`config.mk`:
```
export PLATFORM = sky130hd
export DESIGN_NAME = bitwise_pipe_unit
export DESIGN_NICKNAME = d
export VERILOG_FILES = /design/src/rtl/bitwise_pipe_unit.sv
export SDC_FILE = /design/constraint.sdc
export NUM_CORES = 1
export LEC_CHECK = 0
export BUFFER_PORTS_ARGS = -buffer_cell sky130_fd_sc_hd__buf_4
export CAP_MARGIN = 30
export CORE_AREA = 2 2 161 163
export CTS_CLUSTER_SIZE = 28
export DETAILED_ROUTE_END_ITERATION = 6
export DIE_AREA = 0 0 163 165
export PLACE_DENSITY = 0.62
export SETUP_SLACK_MARGIN = 0.3
export SLEW_MARGIN = 10
export SYNTH_ARGS = -nofsm -noshare
export SYNTH_HDL_FRONTEND = slang
export SYNTH_SLANG_ARGS = --single-unit
```
`constraint.sdc`:
```
create_clock -name clk -period 4.7 [get_ports clk]
set_clock_uncertainty 0.1 [all_clocks]
set_input_delay 0.705 -clock clk [delete_from_list [all_inputs] [get_ports clk]]
set_output_delay 0.705 -clock clk [all_outputs]
set_load 0.05 [all_outputs]
```
`src/rtl/bitwise_pipe_unit.sv`:
```
// Two-stage bitwise logic unit with valid/ready handshaking on both sides.
// S1 holds the captured operands; S2 holds the result with its zero and parity flags.
module bitwise_pipe_unit #(
    parameter int WIDTH      = 32,
    parameter int PARITY_ODD = 0
) (
    input  logic             clk,
    input  logic             reset,
    input  logic [WIDTH-1:0] a,
    input  logic [WIDTH-1:0] b,
    input  logic [2:0]       op,
    input  logic             in_valid,
    output logic             in_ready,
    output logic [WIDTH-1:0] out,
    output logic             zero,
    output logic             parity,
    output logic             out_valid,
    input  logic             out_ready,
    output logic [15:0]      count
);

    localparam logic PAR_RST = (PARITY_ODD != 0) ? 1'b1 : 1'b0;

    function automatic logic [WIDTH-1:0] bit_op(input logic [WIDTH-1:0] x,
                                                input logic [WIDTH-1:0] y,
                                                input logic [2:0]       sel);
        logic [WIDTH-1:0] r;
        case (sel)
            3'b000:  r = x & y;
            3'b001:  r = x | y;
            3'b010:  r = x ^ y;
            3'b011:  r = ~(x & y);
            3'b100:  r = ~(x | y);
            3'b101:  r = ~(x ^ y);
            3'b110:  r = x & ~y;
            3'b111:  r = ~x;
            default: r = {WIDTH{1'b0}};
        endcase
        return r;
    endfunction

    // Odd mode yields the bit that makes the total number of ones odd.
    function automatic logic parity_of(input logic [WIDTH-1:0] v);
        return (PARITY_ODD != 0) ? ~(^v) : (^v);
    endfunction

    logic             s1_valid_q, s1_valid_d;
    logic [WIDTH-1:0] s1_a_q, s1_a_d;
    logic [WIDTH-1:0] s1_b_q, s1_b_d;
    logic [2:0]       s1_op_q, s1_op_d;
    logic             s2_valid_q, s2_valid_d;
    logic [WIDTH-1:0] s2_res_q, s2_res_d;
    logic             s2_zero_q, s2_zero_d;
    logic             s2_par_q, s2_par_d;
    logic [15:0]      count_q, count_d;

    logic             in_ready_s;
    logic             s1_take_s;
    logic             s2_take_s;
    logic             deliver_s;
    logic [WIDTH-1:0] res_s;

    // Handshake decisions and next-state for both stages and the delivery counter.
    always_comb begin
        in_ready_s = !s1_valid_q || !s2_valid_q || out_ready;
        s1_take_s  = in_valid && in_ready_s;
        s2_take_s  = s1_valid_q && (!s2_valid_q || out_ready);
        deliver_s  = s2_valid_q && out_ready;
        res_s      = bit_op(s1_a_q, s1_b_q, s1_op_q);

        s1_valid_d = s1_valid_q;
        s1_a_d     = s1_a_q;
        s1_b_d     = s1_b_q;
        s1_op_d    = s1_op_q;
        if (s1_take_s) begin
            s1_valid_d = 1'b1;
            s1_a_d     = a;
            s1_b_d     = b;
            s1_op_d    = op;
        end else if (s2_take_s) begin
            s1_valid_d = 1'b0;
        end else begin
            s1_valid_d = s1_valid_q;
        end

        s2_valid_d = s2_valid_q;
        s2_res_d   = s2_res_q;
        s2_zero_d  = s2_zero_q;
        s2_par_d   = s2_par_q;
        if (s2_take_s) begin
            s2_valid_d = 1'b1;
            s2_res_d   = res_s;
            s2_zero_d  = (res_s == {WIDTH{1'b0}});
            s2_par_d   = parity_of(res_s);
        end else if (deliver_s) begin
            s2_valid_d = 1'b0;
        end else begin
            s2_valid_d = s2_valid_q;
        end

        if (deliver_s) begin
            count_d = count_q + 16'd1;
        end else begin
            count_d = count_q;
        end
    end

    // Pipeline and counter state; reset discards anything in flight.
    always_ff @(posedge clk or posedge reset) begin
        if (reset) begin
            s1_valid_q <= 1'b0;
            s1_a_q     <= {WIDTH{1'b0}};
            s1_b_q     <= {WIDTH{1'b0}};
            s1_op_q    <= 3'b000;
            s2_valid_q <= 1'b0;
            s2_res_q   <= {WIDTH{1'b0}};
            s2_zero_q  <= 1'b1;
            s2_par_q   <= PAR_RST;
            count_q    <= 16'd0;
        end else begin
            s1_valid_q <= s1_valid_d;
            s1_a_q     <= s1_a_d;
            s1_b_q     <= s1_b_d;
            s1_op_q    <= s1_op_d;
            s2_valid_q <= s2_valid_d;
            s2_res_q   <= s2_res_d;
            s2_zero_q  <= s2_zero_d;
            s2_par_q   <= s2_par_d;
            count_q    <= count_d;
        end
    end

    assign in_ready  = in_ready_s;
    assign out       = s2_res_q;
    assign zero      = s2_zero_q;
    assign parity    = s2_par_q;
    assign out_valid = s2_valid_q;
    assign count     = count_q;

endmodule

```
* Word level (Yosys, flattened, before mapping) *
Cells that the tools add are included.
W data, S select, Z words.

storage, ports and cells
  input port bits = 71
  register bits = 119
  word-level logic and storage cells = 44
  output and inout bits = 52

cells by class
  $add $sub $neg = 1
  reduce and logical (&&, ||, !) cells = 13
  eq/ne operators = 7
  bitwise gates (word level) = 9
  muxes and demuxes = 5

operator list
  kind                     count
  $pmux W32 S8             1
  $not A32 Y32             5
  $and A32 B32 Y32         2
  $logic_not A32 Y1        1
  $or A32 B32 Y32          1
  $reduce_xor A32 Y1       1
  $xor A32 B32 Y32         1
  $add A16 B1 Y16 const B  1
  $eq A3 B3 Y1 const B     4
  $eq A3 B2 Y1 const B     2
  $mux W1                  4
  $reduce_bool A2 Y1       2
  $eq A3 B1 Y1 const B     1
  $logic_and A1 B1 Y1      3
  $logic_not A3 Y1         1
  $logic_or A1 B1 Y1       3
  $logic_not A1 Y1         2

* Depth between registers and ports, before layout *
Gate-level depths: netlist of the first run.

  word-level depth = 5
  gate-level depth with buffers = 14
  mapped depth without buffers = 12

* Worst setup path before layout of the first run *
OpenSTA, ideal clock, no wires.

  path type = reg2reg
  from = register s1_a_q[4]
  to = register s2_par_q (netlist: parity)
  stages on the path, launching flop included = 13
  path slack = 2.200 ns
  required time = 4.475 ns
  data arrival time = 2.276 ns
  period minus slack after synthesis = 2.500 ns
  library setup time = 0.125 ns
  buffers on the path = 0
  cell sequence = dfrtp_1 inv_1 ha_1 mux2_4 a21oi_1 o22a_1 o21ai_2 ha_1 xor2_1 xnor2_1 xnor2_1 xnor2_1 o21ai_1

between the ends
  cells in the longest elaborated chain, start to end = 4
  elaborated cells on any way between the ends = 10
  those cells by class = mux (1); bitwise (8); reduce/logical (1)

RTL lines
  item                                      RTL line    RTL
  start, declared                           48          logic [WIDTH-1:0] s1_a_q, s1_a_d;
  start signal, assigned                    112         s1_a_q <= {WIDTH{1'b0}};
  $xor A32 B32 Y32 (tied with other cells)  31, 34
  $not A32 Y32, on equally long branches    34, 32, 33
  $pmux W32 S8 (*)                          28          case (sel)
  $reduce_xor A32 Y1 (*)                    44          return (PARITY_ODD != 0) ? ~(^v) : (^v);
  end signal, assigned                      128         s2_par_q <= s2_par_d;
  end, declared                             54          logic s2_par_q, s2_par_d;

Mark *: on every way between the ends. The rest lies on a longest branch, timed or not.
A chain may end at the register's enable or synchronous reset.

* Worst setup path after layout of the first run *
  from = register s1_op_q[2]
  to = register s2_par_q (netlist: parity)

between the ends
  cells in the longest elaborated chain, start to end = 3
  elaborated cells on any way between the ends = 10
  those cells by class = eq/ne (7); mux (1); reduce/logical (2)

RTL lines
  item                                  RTL line  RTL
  start, declared                       50        logic [2:0] s1_op_q, s1_op_d;
  start signal, assigned                124       s1_op_q <= s1_op_d;
  $eq A3 B3 Y1 (tied with other cells)  28
  $pmux W32 S8 (*)                      28
  $reduce_xor A32 Y1 (*)                44

Marked as above.

==> results of run 1 <==
## routing by layer
| layer | track usage [%] | part of all wire (%) | up-vias | wire, um |
|---|---|---|---|---|
| li1 | - | - | 3077 | - |
| met1 | 20.1 | 47 | 2958 | 9320 |
| met2 | 25.2 | 47 | 115 | 9340 |
| met3 | 4.27 | 5.3 | 12 | 1060 |
| met4 | 3.74 | 0.84 | 0 | 168 |
| met5 | 0 | 0 | - | 0 |
## power groups by stage
stage / Clock, mW / Sequential (mW) / Combinational (mW)
3_5_place_dp: 0 / 1.54 / 2.47
4_1_cts: 1.40 / 1.52 / 2.48
3_3_place_gp: 0 / 1.53 / 2.43
5_1_grt: 1.43 / 1.56 / 2.70
6_report: 1.36 / 1.52 / 2.46
2_1_floorplan: 0 / 1.84 / 1.57
## synthesized netlist by cell type, drive strengths merged (2+ instances only)
cell,n,area [sq um]
nor2,18,67.6
o22ai,19,125
o21ai,68,475
and3,2,12.5
clkbuf,11,41.3
xnor2,25,219
nand3b,9,67.6
o211a,4,40.0
inv,71,267
nand4,8,50.1
mux2,86,1020
mux4,4,90.1
o22a,15,131
ha,113,1410
a211oi,16,140
buf,42,319
dfrtp,118,2950
mux2i,44,440
a221o,12,120
a21oi,34,178
xor2,5,43.8
nor3,17,90.1
nand2b,6,47.5
nand3,5,25.0
nand2,49,184
nor2b,13,81.3
## state kept, by name, indices dropped and copies added (netlist names)
register / flops
s1_a_q: 32
parity: 1
count: 16
s1_valid_q: 1
out_valid: 1
out: 32
s1_b_q: 32
s1_op_q: 3
zero: 1
## worst paths after layout
kind,start,to,slack (ps)
hold / removal,reset,count[15],330
setup reg to reg,s1_op_q[2],parity,1310
setup / recovery,s1_op_q[2],parity,1310
min in group clk,out[14],out[14],380
hold reg to reg,out[14],out[14],380
max in group asynchronous,reset,zero,3200
## metrics by stage
stage	instance area, sq um	hold slack (ps)	cells	setup WS [ps]	util (%)
final	10400	329	1259	1310	41.4
after CTS	10400	362	1259	1310	41.4
after floorplan	8710	357	820	739	-
after global routing	10400	370	1259	1060	41.4
after global placement	9770	367	1227	1360	39.0
after detailed placement	9770	370	1227	1330	39.0
## cells by family after synthesis
| logic type | after synthesis | share of synthesized area [%] |
|---|---|---|
| AO/OA/AOI/OAI | 170 | 14.1 |
| XOR/XNOR | 30 | 3.02 |
| adder cells (fa/ha/maj) | 113 | 16.2 |
| buffers and inverters | 124 | 7.20 |
| flip-flops | 119 | 34.2 |
| multiplexers | 134 | 17.8 |
| AND/OR/NAND/NOR | 130 | 7.47 |
## layout make-up
| type | instances | area, sq um |
|---|---|---|
| clock buffers | 18 | 439 |
| clock inverters | 14 | 164 |
| fillers | 2475 | 14700 |
| inverters | 71 | 269 |
| multi-input cells | 577 | 5110 |
| flip-flops and latches | 119 | 2990 |
| well taps | 330 | 413 |
| repair buffers | 130 | 988 |
==> metrics, run 1 <==
Routed Wire Length=19900 um; count of max-cap constraint violations=0; Rows=58; cell repeated most along the worst path=xnor2_1; DIE WIDTH=163 um; Int Pwr=3.12 mW; Slew @ Worst Pin=860 ps; drt drc=0; Cells after Synth=820; initial drt markers=270; clock latency on the worst-skew pair=430 ps; grt total ovfl=0; RSZ-0062 raised after global routing=false; worst vdd ir=0.325 mV; initial antenna violation count=0; Final Critical Period=3390 ps; number of flops mapped to enable cells by yosys=0; routability-driven placement congestion ratio=~0.76; first-pass GRT wire length=approximately 32000 um; clock root buffer=clkbuf_16; core area=between 20000 and 30000 sq um; number of hold buffers added after cts=0; Crit path depth=11; syn_nets=1004; GRT Overall Usage=15.4%; sw frac=around two fifths; outcome=completed; HP Class=in -> async; P&R area growth vs syn=19.1%; fmax=slightly below 300 MHz; worst path cell trace=buf_12, mux2_4, a21oi_1, o22a_1, o21ai_2, ha_1, xnor2_1, xnor2_1, xnor2_1, xnor2_1, o21ai_1; Post-DRT Antenna Nets=0; count of cell types in the netlist=47; HPWL after detailed placement=14500 um; clk sink count=between 100 and 150; net switching power=around 2.2 mW; most common cell after layout, fill and taps aside=buf_4; Main synth FF type=dfrtp_1; R2R depth=11; final antenna diode count=0; CP peak stage delay=830 ps; post-synthesis sequential area ratio=around a third; clock tree buffer depth=2; setup bufs post-CTS=0; starting density of the core=34.8%; crit share post-route=72.1%; CP Max Fanout=71; Power Total=5.34 mW; CTS tree=built; TritonCTS Buffers=17; Worst path top cell family by delay=flip-flops; Via density=4.89; Slew HR=42.7%; DR WL/cell=roughly 16 um; WP buf/inv=1; largest net degree at the start of global routing=72; Critical Path Slowest Stage Cell=dfrtp_4; sequential power share=28.4%; Clock Power Share=25.5%; Crit. End Element=flip-flop; Mapped Avg Cell Area=10.6 sq um; Reg clk slew, reported paths=about 60 ps; Final Setup Violations=0; CP Launch Type=flip-flop; layout cell share with drive strength beyond 1=~30%; Comb power frac=a little under half; Hold Fails Final Rpt=0; crit path DAT=3560 ps; WP data required=4880 ps; cts repair resizes=0; via count=6162; P per Cell Area=515 nW/um^2; Die Y=~170 um; commonest cells after routing, fill and taps aside=129 x buf_4, 115 x dfrtp_1, 113 x ha_1; setup TNS=0 ps; Leakage=4.95 nW; Final #Nets=1100; htree depth=4; type of the worst setup path=reg -> reg; Async SR Flop Fraction=100%; #FFs+latches synth=119; vias in the first global route=6193; yosys warns=0; 1st-pass router iterations=4; count of final max-slew check failures=0; Die ar.=~27000 sq um; Port Buf Inserts=122; Syn Std Cell Area=8710 sq um; I/O pin cnt=roughly 120
(Power assumes the default switching activity.)
==> inputs of run 2 (changes only) <==
Clock period 4.7 ns to 3.34 ns, I/O delays scaled along.
==> metrics, run 2 (synthesis gave the netlist of run 1 again) <==
outcome=completed; starting density of the core=34.8%; WP data required=roughly 3500 ps; crit share post-route=87.1%; drt drc=0; CTS tree=built; P per Cell Area=approximately 720 nW/um^2; Crit. End Element=flip-flop; first-pass GRT wire length=33600 um; commonest cells after routing, fill and taps aside=135 x buf_4, 114 x dfrtp_1, 113 x ha_1; Placement Cell Area=about 9900 sq um; Reg clk slew, reported paths=60 ps; CP Max Fanout=22; Hold Fails Final Rpt=0; CP Launch Type=flip-flop; grt total ovfl=0; Rows=between 50 and 60; worst vdd ir=between 0.4 and 0.5 mV; worst hold path startpoint=b[25]; sw frac=just over 40%; I/O pin cnt=123; hold depth=2; layout cell share with drive strength beyond 1=30.5%; Reg2Reg Capture Point=parity; GRT Overall Usage=15.8%; 1st-pass router iterations=4; clock tree buffer depth=2; Clock Power Share=25.6%; final antenna diode count=0; Post-DRT Antenna Nets=0; R2R depth=9; net switching power=3.10 mW; setup TNS=0 ps; RSZ-0062 raised after global routing=false; most common cell after layout, fill and taps aside=buf_4; Die ar.=26900 sq um; count of max-cap constraint violations=0; clk sink count=119; r2r startpoint=s1_op_q[0]; fin util=42.2%; DR WL/cell=15.8 um; setup slack, reg-to-reg=approximately 430 ps; Die Y=165 um; Slew HR=a little under half; final instance area=10600 sq um; sequential power share=27.3%; core area=25000 sq um; fmax=344 MHz; count of final max-slew check failures=0; Port Buf Inserts=122; clock latency on the worst-skew pair=~430 ps; crit path DAT=3070 ps; Comb power frac=47.1%; Final Setup Violations=0; clock root buffer=clkbuf_16; Routed Wire Length=20100 um; Via density=4.88; P&R area growth vs syn=21.3%; Final #Nets=around 1100; Int Pwr=4.50 mW; HPWL after detailed placement=14300 um; Final Non-Filler Cells=1274; TritonCTS Buffers=17; routability-driven placement congestion ratio=0.750; Final Critical Period=2910 ps; placed insts=approximately 1200; type of the worst setup path=reg -> reg; DIE WIDTH=163 um; Leakage=5.05 nW; vias in the first global route=6207; via count=~6200; largest net degree at the start of global routing=roughly 100; Endpoint, Worst Hold=s1_b_q[25]; Slew @ Worst Pin=~780 ps; initial antenna violation count=0; htree depth=4; HP Class=in -> reg; initial drt markers=285
-- run 2: worst max-delay path by stage --
stage | startpoint | to | slack [ps] | depth (start not counted)
final | s1_op_q[0] | parity | 430 | 9
after CTS | s1_op_q[2] | parity | 300 | 11
after detailed placement | s1_op_q[2] | parity | 320 | 11
after floorplan | s1_a_q[4] | parity | 840 | 12
after global routing | s1_op_q[0] | parity | 300 | 12
after global placement | s1_op_q[2] | parity | 310 | 11
-- run 2: layout make-up --
cell class                      instances  area (sq um)
Fill cell                            2468         14500
Multi-Input combinational cell        578          5120
Clock inverter                         15           193
Timing Repair Buffer                  144          1150
Sequential cell                       119          2990
Clock buffer                           17           425
Tap cell                              330           413
Inverter                               71           270
-- run 2: power by group through the flow --
stage / Combinational (mW) / Clock [mW] / Sequential, mW
2_1_floorplan: 2.21 / 0 / 2.59
3_3_place_gp: 3.54 / 0 / 2.10
3_5_place_dp: 3.57 / 0 / 2.11
4_1_cts: 3.59 / 2.00 / 2.08
5_1_grt: 3.94 / 2.06 / 2.13
6_report: 3.58 / 1.95 / 2.07
-- run 2: layer usage --
metal / up-vias / part of all wire, % / global-route usage (%)
met3: 7 / 5.6 / 4.29
met5: - / 0 / 0
li1: 3120 / - / -
met4: 0 / 0.46 / 3.38
met1: 2980 / 48 / 21.6
met2: 115 / 46 / 25.1
-- run 2: metrics by stage --
stage	power, mW	hold WS (ps)	worst slack, ps
after global routing	8.13	179	300
final	7.60	188	430
after global placement	5.64	365	314
after floorplan	4.80	357	840
after CTS	7.67	175	300
after detailed placement	5.68	364	316
-- run 2: timing repair --
action	4_1_cts	5_1_grt
setup endpoints to repair	0	2
hold endpoints to repair	18	0
hold buffers	1	0
buffers inserted	0	5
resized for setup	0	6
-- run 2: critical path: stages, from the launching register on --
cell	delay [ps]
dfrtp_4	600
or3_4	560
o221ai_1	320
buf_4	190
ha_1	240
xnor2_1	210
xnor2_1	160
xnor2_1	150
xnor2_1	140
o21ai_1	70
